### config.mk
export PLATFORM = sky130hd
export DESIGN_NAME = io_poll_master
export DESIGN_NICKNAME = d
export VERILOG_FILES = /design/src/rtl/io_bus_pkg.sv /design/src/rtl/io_poll_master.sv
export SDC_FILE = /design/constraint.sdc
export NUM_CORES = 1
export LEC_CHECK = 0
export ABC_AREA = 1
export BUFFER_PORTS_ARGS = -buffer_cell sky130_fd_sc_hd__buf_2
export CAP_MARGIN = 20
export CORE_MARGIN = 2
export CORE_UTILIZATION = 45
export CTS_BUF_LIST = sky130_fd_sc_hd__clkbuf_8
export CTS_CLUSTER_DIAMETER = 150
export DETAILED_ROUTE_END_ITERATION = 10
export PLACE_DENSITY = 0.79
export SETUP_SLACK_MARGIN = 0.3
export SLEW_MARGIN = 20
export SYNTH_ARGS = -nofsm -noshare
export SYNTH_HDL_FRONTEND = slang
export SYNTH_SLANG_ARGS = --single-unit
### constraint.sdc
create_clock -name clk -period 1.7 [get_ports clk]
set_input_delay 0.085 -clock clk [delete_from_list [all_inputs] [get_ports clk]]
set_output_delay 0.085 -clock clk [all_outputs]
set_load 0.05 [all_outputs]
### src/rtl/io_bus_pkg.sv
// io_bus_pkg: register map, status bit positions and FSM state encoding
// shared by the switch/LED peripheral bus initiator.
package io_bus_pkg;
   localparam logic [1:0] ADDR_STATUS = 2'b00;
   localparam logic [1:0] ADDR_LED    = 2'b01;
   localparam logic [1:0] ADDR_SW_LO  = 2'b10;
   localparam logic [1:0] ADDR_SW_HI  = 2'b11;
   localparam int ST_IN_RDY  = 1;
   localparam int ST_OUT_ACK = 0;
   typedef enum logic [3:0] {
      IDLE, RD_ST_IN, CAP_ST_IN, GAP_IN, RD_HI, CAP_HI, RD_LO, CAP_LO,
      WR_LED, RD_ST_OUT, CAP_ST_OUT, GAP_OUT
   } state_t;
endpackage

### src/rtl/io_poll_master.sv
// io_poll_master: polls the switch/LED peripheral, adds both switch bytes,
// writes the sum to the LED register and waits for the display acknowledge.
module io_poll_master
   import io_bus_pkg::*;
#(
   parameter int POLL_GAP = 4
) (
   input  logic        clk,
   input  logic        reset,
   input  logic        enable,
   output logic        pRead,
   output logic        pWrite,
   output logic [1:0]  addr,
   output logic [31:0] pWriteData,
   input  logic [31:0] pReadData,
   output logic        busy,
   output logic [11:0] result,
   output logic [15:0] rounds
);
   localparam int GW = $clog2(POLL_GAP + 1);
   localparam logic [GW-1:0] GAP_LAST = GW'(POLL_GAP - 1);

   state_t state_q, state_d;
   logic [GW-1:0] gap_q, gap_d;
   logic [7:0] hi_q, hi_d;
   logic [11:0] result_q, result_d;
   logic [15:0] rounds_q, rounds_d;
   logic pRead_q, pRead_d, pWrite_q, pWrite_d, busy_q, busy_d;
   logic [1:0] addr_q, addr_d;
   logic [31:0] pWriteData_q, pWriteData_d;
   logic gap_done;
   logic unused_rd;

   assign unused_rd = ^pReadData[31:8];
   assign gap_done = gap_q == GAP_LAST;

   always_ff @(posedge clk) begin
      if (reset) begin
         state_q      <= IDLE;
         gap_q        <= '0;
         hi_q         <= '0;
         result_q     <= '0;
         rounds_q     <= '0;
         pRead_q      <= 1'b0;
         pWrite_q     <= 1'b0;
         busy_q       <= 1'b0;
         addr_q       <= ADDR_STATUS;
         pWriteData_q <= '0;
      end else begin
         state_q      <= state_d;
         gap_q        <= gap_d;
         hi_q         <= hi_d;
         result_q     <= result_d;
         rounds_q     <= rounds_d;
         pRead_q      <= pRead_d;
         pWrite_q     <= pWrite_d;
         busy_q       <= busy_d;
         addr_q       <= addr_d;
         pWriteData_q <= pWriteData_d;
      end
   end

   // Outputs are derived from the next state so each strobe is registered
   // and coincides exactly with its RD/WR state.
   always_comb begin
      state_d  = state_q;
      hi_d     = hi_q;
      result_d = result_q;
      rounds_d = rounds_q;
      case (state_q)
         IDLE:       state_d = enable ? RD_ST_IN : IDLE;
         RD_ST_IN:   state_d = CAP_ST_IN;
         CAP_ST_IN:  state_d = pReadData[ST_IN_RDY] ? RD_HI : GAP_IN;
         GAP_IN:     state_d = !enable ? IDLE : gap_done ? RD_ST_IN : GAP_IN;
         RD_HI:      state_d = CAP_HI;
         CAP_HI: begin
            hi_d    = pReadData[7:0];
            state_d = RD_LO;
         end
         RD_LO:      state_d = CAP_LO;
         CAP_LO:     state_d = WR_LED;
         WR_LED: begin
            result_d = pWriteData_q[11:0];
            state_d  = RD_ST_OUT;
         end
         RD_ST_OUT:  state_d = CAP_ST_OUT;
         CAP_ST_OUT: begin
            rounds_d = pReadData[ST_OUT_ACK] ? rounds_q + 16'd1 : rounds_q;
            state_d  = !pReadData[ST_OUT_ACK] ? GAP_OUT : enable ? RD_ST_IN : IDLE;
         end
         GAP_OUT:    state_d = gap_done ? RD_ST_OUT : GAP_OUT;
         default:    state_d = IDLE;
      endcase
      gap_d = ((state_q == GAP_IN || state_q == GAP_OUT) && state_d == state_q) ? gap_q + 1'b1 : '0;
      pRead_d = state_d inside {RD_ST_IN, RD_HI, RD_LO, RD_ST_OUT};
      pWrite_d = state_d == WR_LED;
      busy_d = state_d != IDLE;
      addr_d = (state_d == RD_HI) ? ADDR_SW_HI : (state_d == RD_LO) ? ADDR_SW_LO :
               (state_d == WR_LED) ? ADDR_LED : ADDR_STATUS;
      // Low byte is summed straight off the bus as CAP_LO hands over to WR_LED.
      pWriteData_d = (state_d == WR_LED) ? {23'b0, {1'b0, hi_q} + {1'b0, pReadData[7:0]}} : '0;
   end

   assign pRead      = pRead_q;
   assign pWrite     = pWrite_q;
   assign addr       = addr_q;
   assign pWriteData = pWriteData_q;
   assign busy       = busy_q;
   assign result     = result_q;
   assign rounds     = rounds_q;
endmodule

==> run summary, run 1 <==
Routed Antenna Nets: 0
fin crit share: 87.82%
Synth Instances: 397
Max Root-Sink Buffers: 2
Clock Latency Late Sink: 0.31 ns
sequential share of the synthesized area: 38.73%
Antenna Cells: 0
Switching Share: 31.27%
WHS Path Cells: 3
Seq cells post-synth: 54
Clock power frac: 29.5%
CP endpoint kind: flop
FMAX: 669.8 MHz
fin nets: 507
Hold WC Path Type: in2reg
vias per cell: 4.927
H-tree levels: 2
Starting DRT DRC Count: 189
Hold Startpoint: pReadData[7]
wire per inst: 11.98 um
GRT Total Usage: 18.47%
top-area cell type share of the netlist area: 38.73%
Comb pwr share: 16.8%
RePlAce Congestion: 0.8781
Yosys warnings: 0
CTS Buf Count: 5
Worst IR Drop VDD: 0.0004120 V
Total Routed Length: 6421 um
worst hold path endpoint: hi_q[7]
Post-synth ARST share: 0%
status: finished, final reports clean
final setup skew: 0.01267 ns
endpoints failing hold: 0
Power Density: 715.7 nW/um^2
setup_tns: 0 ns
Cell Int Power: 1.669 mW
worst reg2reg endpoint: pWriteData[8]
largest net degree at the start of global routing: 19
crit path time final: 1.493 ns
layout cells sized above 1: 26.90%
io pins: 100
CTS tree: built
Setup crit start kind: flop
Slew Limit Fails: 0
critical path, cell by cell: ha_4, inv_4, fa_2, o31ai_4, nand2_1, a31oi_1
worst r2r src: hi_q[0]
CTS sink cnt: 54
root buf cell: clkbuf_8
CP max stage delay: 0.36 ns
Initial Util: 46.87%
Post-synth EDFFs: 0
largest area contributor in the netlist: dfxtp_1
DRC: 0
syn avg cell area: 7.031 sq um
I/O Buffers: 49
vias in the first global route: 2347
Worst Path Required: 1.93 ns
first-pass GRT wire length: 9811 um
WP data arrival: 1.72 ns
Pleak: 1.544 nW
top post-synthesis cells by area: dfxtp_1 39%, nor2_1 11%, nand2_1 9.7%, buf_4 7.0%, inv_1 5.6%
Post-synth top flop: dfxtp_1
MaxCap Viol Count: 0
Vias: 2641
Final setup viols: 0
FF-to-FF path depth: 6
Crit Path Max Fanout: 3
Rows: 28
initial antenna violation count: 0
die area: 6849 sq um
filler instances: 553
Worst-path clk slew: 0.10 ns
Netlist cell types: 33
Detail Placement HPWL: 4436 um
RSZ-0062 raised after global routing: yes
final core utilization: 56.97%
total global routing overflow: 0
mapped cell area: 2791 sq um
CP Class: reg2reg
R2R Setup Slk: 0.21 ns
commonest non-fill, non-tap cell in the layout: nor2_1
core footprint: 5956 sq um
commonest cells after routing, fill and taps aside: 77 x nor2_1, 68 x nand2_1, 49 x buf_2
Sequential Power Share: 53.7%
Switch Pwr: 759.3 uW
die width: 82.76 um
drt pass-1 iters: 5
area grow syn2layout: 21.56%
DIE HEIGHT: 82.76 um
cell type of the slowest stage on the worst timing path: dfxtp_2
-- routing by layer --
metal  part of all wire, %  GRT usage, %
met1                    42         21.61
met2                    51         32.10
met3                   5.6         4.674
met4                   1.4         7.541
met5                     0             0
-- Yosys cell counts, types with 4 or more instances --
master,n
ha_1,11
nor2_4,4
buf_4,26
nand4_1,7
a21oi_1,27
nor3_1,6
inv_1,42
dfxtp_1,54
nand2_1,72
nand3_1,11
nor2_1,79
o21ai_0,30
-- flip-flops by register name, indices dropped and copies added (netlist names) --
register    flops
rounds         16
pWrite          1
addr            2
result          9
pWriteData      9
gap_q           3
busy            1
pRead           1
state_q         4
hi_q            8
-- stage by stage --
stage	instance area [sq um]	power, mW	cells	hold WS [ns]	worst slack (ns)
finish	3393	2.428	536	0.03097	0.2070
global route	3393	2.548	536	0.02649	0.1372
CTS	3212	2.422	529	0.01938	0.2879
detailed placement	3068	1.701	517	0.3441	0.1976
global placement	3068	1.697	517	0.3306	0.2128
floorplan	2922	1.681	422	0.2199	0.3078
-- power groups by stage --
stage	logic (mW)	registers [mW]	clock network (mW)
5_1_grt	0.444	1.31	0.796
4_1_cts	0.375	1.30	0.743
2_1_floorplan	0.313	1.37	0
3_3_place_gp	0.367	1.33	0
6_report	0.407	1.31	0.717
3_5_place_dp	0.369	1.33	0
-- logic make-up after synthesis --
logic type      after synthesis  share of synthesized area, %
flops                        54                         38.73
buf+inv                      77                         14.21
xor+xnor                      2                        0.6276
other cells                   1                        0.1343
compound gates               63                         11.70
fa+ha+maj                    12                         5.648
simple gates                188                         28.96
-- critical path: cells and delay by family (launching register included) --
| family | cells | cell delay [ns] |
|---|---|---|
| adders and majority gates | 2 | 0.50 |
| AOI/OAI and AO/OA | 2 | 0.42 |
| DFF | 1 | 0.36 |
| and+or+nand+nor | 1 | 0.10 |
| buffers and inverters | 1 | 0.03 |
-- timing repair --
item | in CTS | in global routing
pin swaps | 2 | 20
endpoints found under the setup margin | 23 | 33
hold buffers | 0 | 0
gates resized for setup | 9 | 35
buffers inserted | 4 | 7
-- area by class of cell --
| type | count | area, sq um | area share, % |
|---|---|---|---|
| multi-input cells | 291 | 1563 | 46.05 |
| flip-flops and latches | 54 | 1114 | 32.82 |
| repair buffers | 63 | 362.8 | 10.69 |
| inverters | 45 | 171.4 | 5.052 |
| well taps | 75 | 93.84 | 2.765 |
| clock buffers | 5 | 68.82 | 2.028 |
| clock inverters | 3 | 20.02 | 0.5900 |
-- worst max path at each step --
stage | startpoint | endpoint | slack [ns] | cells past startpoint
final | hi_q[0] | pWriteData[8] | 0.21 | 6
after global routing | hi_q[0] | pWriteData[8] | 0.14 | 6
after CTS | hi_q[2] | pWriteData[7] | 0.29 | 6
after detailed placement | state_q[0] | busy | 0.20 | 7
after global placement | hi_q[0] | pWriteData[4] | 0.21 | 6
after floorplan | rounds[12] | rounds[15] | 0.31 | 7
No activity file was read; power rests on OpenSTA's default activity.
==> inputs of run 2 (changes only) <==
--- a/config.mk
+++ b/config.mk
@@ -8,7 +8,7 @@
 export ABC_AREA = 1
 export BUFFER_PORTS_ARGS = -buffer_cell sky130_fd_sc_hd__buf_2
 export CAP_MARGIN = 20
-export CORE_MARGIN = 2
+export CORE_MARGIN = 3
 export CORE_UTILIZATION = 45
 export CTS_BUF_LIST = sky130_fd_sc_hd__clkbuf_8
 export CTS_CLUSTER_DIAMETER = 150
==> run 2 against run 1 <==
Clock skew up 0.0026 ns. Fmax up 5.3%. Non-clock buffer count up 1. Sequential power about the same. Final cell count up 0.19%. Clock power up 21%. Highest routed layer unchanged. Hold slack worse by 0.014 ns. Register-to-register slack better by 0.07 ns. Sequential cell count unchanged. Via count down 2.2%. Sequential share of layout area down 0.12 points. Clock-buffer cell count unchanged. Largest power group unchanged.
==> run summary, run 2 (synthesis results as in run 1) <==
RePlAce Congestion: 0.9050 (was 0.8781)
fin nets: 508 (was 507)
drt pass-1 iters: 4 (was 5)
H-tree levels: 2 (unchanged)
core footprint: 5956 sq um (unchanged)
hold_buf cts: 0 (unchanged)
Worst IR Drop VDD: 0.0004239 V (was 0.0004120 V)
Crit Path Max Fanout: 5 (was 3)
first-pass GRT wire length: 9646 um (was 9811 um)
GRT Total Usage: 16.25% (was 18.47%)
Total Routed Length: 6087 um (was 6421 um)
fin crit share: 83.42% (was 87.82%)
sequential standard cell area: 1114 sq um (unchanged)
Initial Util: 46.87% (unchanged)
largest net degree at the start of global routing: 19 (unchanged)
CP Class: reg2reg (unchanged)
Hold WC Path Type: in2reg (unchanged)
initial antenna violation count: 0 (unchanged)
DIE HEIGHT: 84.76 um (was 82.76 um)
Hold WS: 0.01696 ns (was 0.03097 ns)
Detail Placement HPWL: 4467 um (was 4436 um)
commonest cells after routing, fill and taps aside: 78 x nor2_1, 66 x nand2_1, 49 x buf_2 (was 77 x nor2_1, 68 x nand2_1, 49 x buf_2)
io pins: 100 (unchanged)
status: finished, final reports clean (unchanged)
vias in the first global route: 2256 (was 2347)
Worst Path Required: 1.92 ns (was 1.93 ns)
setup_tns: 0 ns (unchanged)
crit path time final: 1.418 ns (was 1.493 ns)
final setup skew: 0.01524 ns (was 0.01267 ns)
die width: 84.76 um (was 82.76 um)
multi-input logic area: 1553 sq um (was 1563 sq um)
Starting DRT DRC Count: 102 (was 189)
Pleak: 1.547 nW (was 1.544 nW)
I/O Buffers: 49 (unchanged)
Routed Antenna Nets: 0 (unchanged)
filler instances: 545 (was 553)
Setup crit start kind: flop (unchanged)
Slew Limit Fails: 0 (unchanged)
Design Power: 2.578 mW (was 2.428 mW)
total global routing overflow: 0 (unchanged)
root buf cell: clkbuf_8 (unchanged)
vias per cell: 4.810 (was 4.927)
CTS sink cnt: 54 (unchanged)
Vias: 2583 (was 2641)
CTS Buf Count: 5 (unchanged)
CP endpoint kind: flop (unchanged)
wire per inst: 11.34 um (was 11.98 um)
Max Root-Sink Buffers: 2 (unchanged)
Antenna Cells: 0 (unchanged)
Power Density: 756.9 nW/um^2 (was 715.7 nW/um^2)
dpl cells: 519 (was 517)
MaxCap Viol Count: 0 (unchanged)
Final setup viols: 0 (unchanged)
die area: 7184 sq um (was 6849 sq um)
CTS tree: built (unchanged)
FMAX: 705.1 MHz (was 669.8 MHz)
RSZ-0062 raised after global routing: yes (unchanged)
Clock Latency Late Sink: 0.31 ns (about the same)
layout cells sized above 1: 27.71% (was 26.90%)
Rows: 28 (unchanged)
area grow syn2layout: 22.01% (was 21.56%)
final core utilization: 57.18% (was 56.97%)
non-filler cells, final: 537 (was 536)
DRC: 0 (unchanged)
commonest non-fill, non-tap cell in the layout: nor2_1 (unchanged)
WP data arrival: 1.63 ns (was 1.72 ns)
endpoints failing hold: 0 (unchanged)
Worst-path clk slew: 0.10 ns (about the same)
max reg flops: 16 (unchanged)
==> run 2: area by class of cell <==
type                            instances  share of cell area (%)
Multi-Input combinational cell        291                   45.59
Sequential cell                        54                   32.70
Timing Repair Buffer                   64                   10.51
Inverter                               45                   5.033
Tap cell                               75                   2.755
Clock buffer                            5                   2.021
Clock inverter                          3                   1.396
==> run 2: per-stage QoR <==
stage / cell area, sq um / worst slack (ns)
finish: 3406 / 0.2818
global placement: 3070 / 0.2234
detailed placement: 3070 / 0.1893
global route: 3406 / 0.1872
CTS: 3237 / 0.2495
floorplan: 2922 / 0.3078
==> run 2: per-layer routing <==
metal	wire (um)	global-route usage, %	up-vias	part of all wire [%]
met5	0	0	-	0
met3	273	3.533	9	4.5
met1	2643	19.71	1164	43
li1	-	-	1339	-
met4	104	5.036	0	1.7
met2	3065	28.61	71	50
==> run 2: what timing repair did <==
item / 4_1_cts / 5_1_grt
cloned: 0 / 0
setup buffers: 3 / 7
pin swaps: 6 / 21
resized for setup: 13 / 33
setup endpoints to repair: 8 / 31
==> run 2: critical path, stage by stage, from the launching register on <==
cell and delay, ns:
dfxtp_2 0.35, ha_4 0.26, a21oi_2 0.21, nor2_1 0.09, nor3_2 0.24, nand2_1 0.08
nand2_1 0.06, nor2_1 0.03
==> run 2: power breakdown <==
part / leakage (nW) / switching [mW] / internal, mW
Clock: 0.0587 / 0.424 / 0.447
Combinational: 1.04 / 0.313 / 0.0911
Sequential: 0.446 / 0.0192 / 1.28
Total: 1.55 / 0.756 / 1.82
==> run 2: path summary, 6_finish.rpt <==
| path | from | to | slack, ns | cells past startpoint |
|---|---|---|---|---|
| min | pReadData[5] | hi_q[5] | 0.02 | 3 |
| max reg2reg | hi_q[2] | pWriteData[5] | 0.28 | 7 |
| min reg2reg | gap_q[0] | gap_q[0] | 0.43 | 1 |
| max | hi_q[2] | pWriteData[5] | 0.28 | 7 |
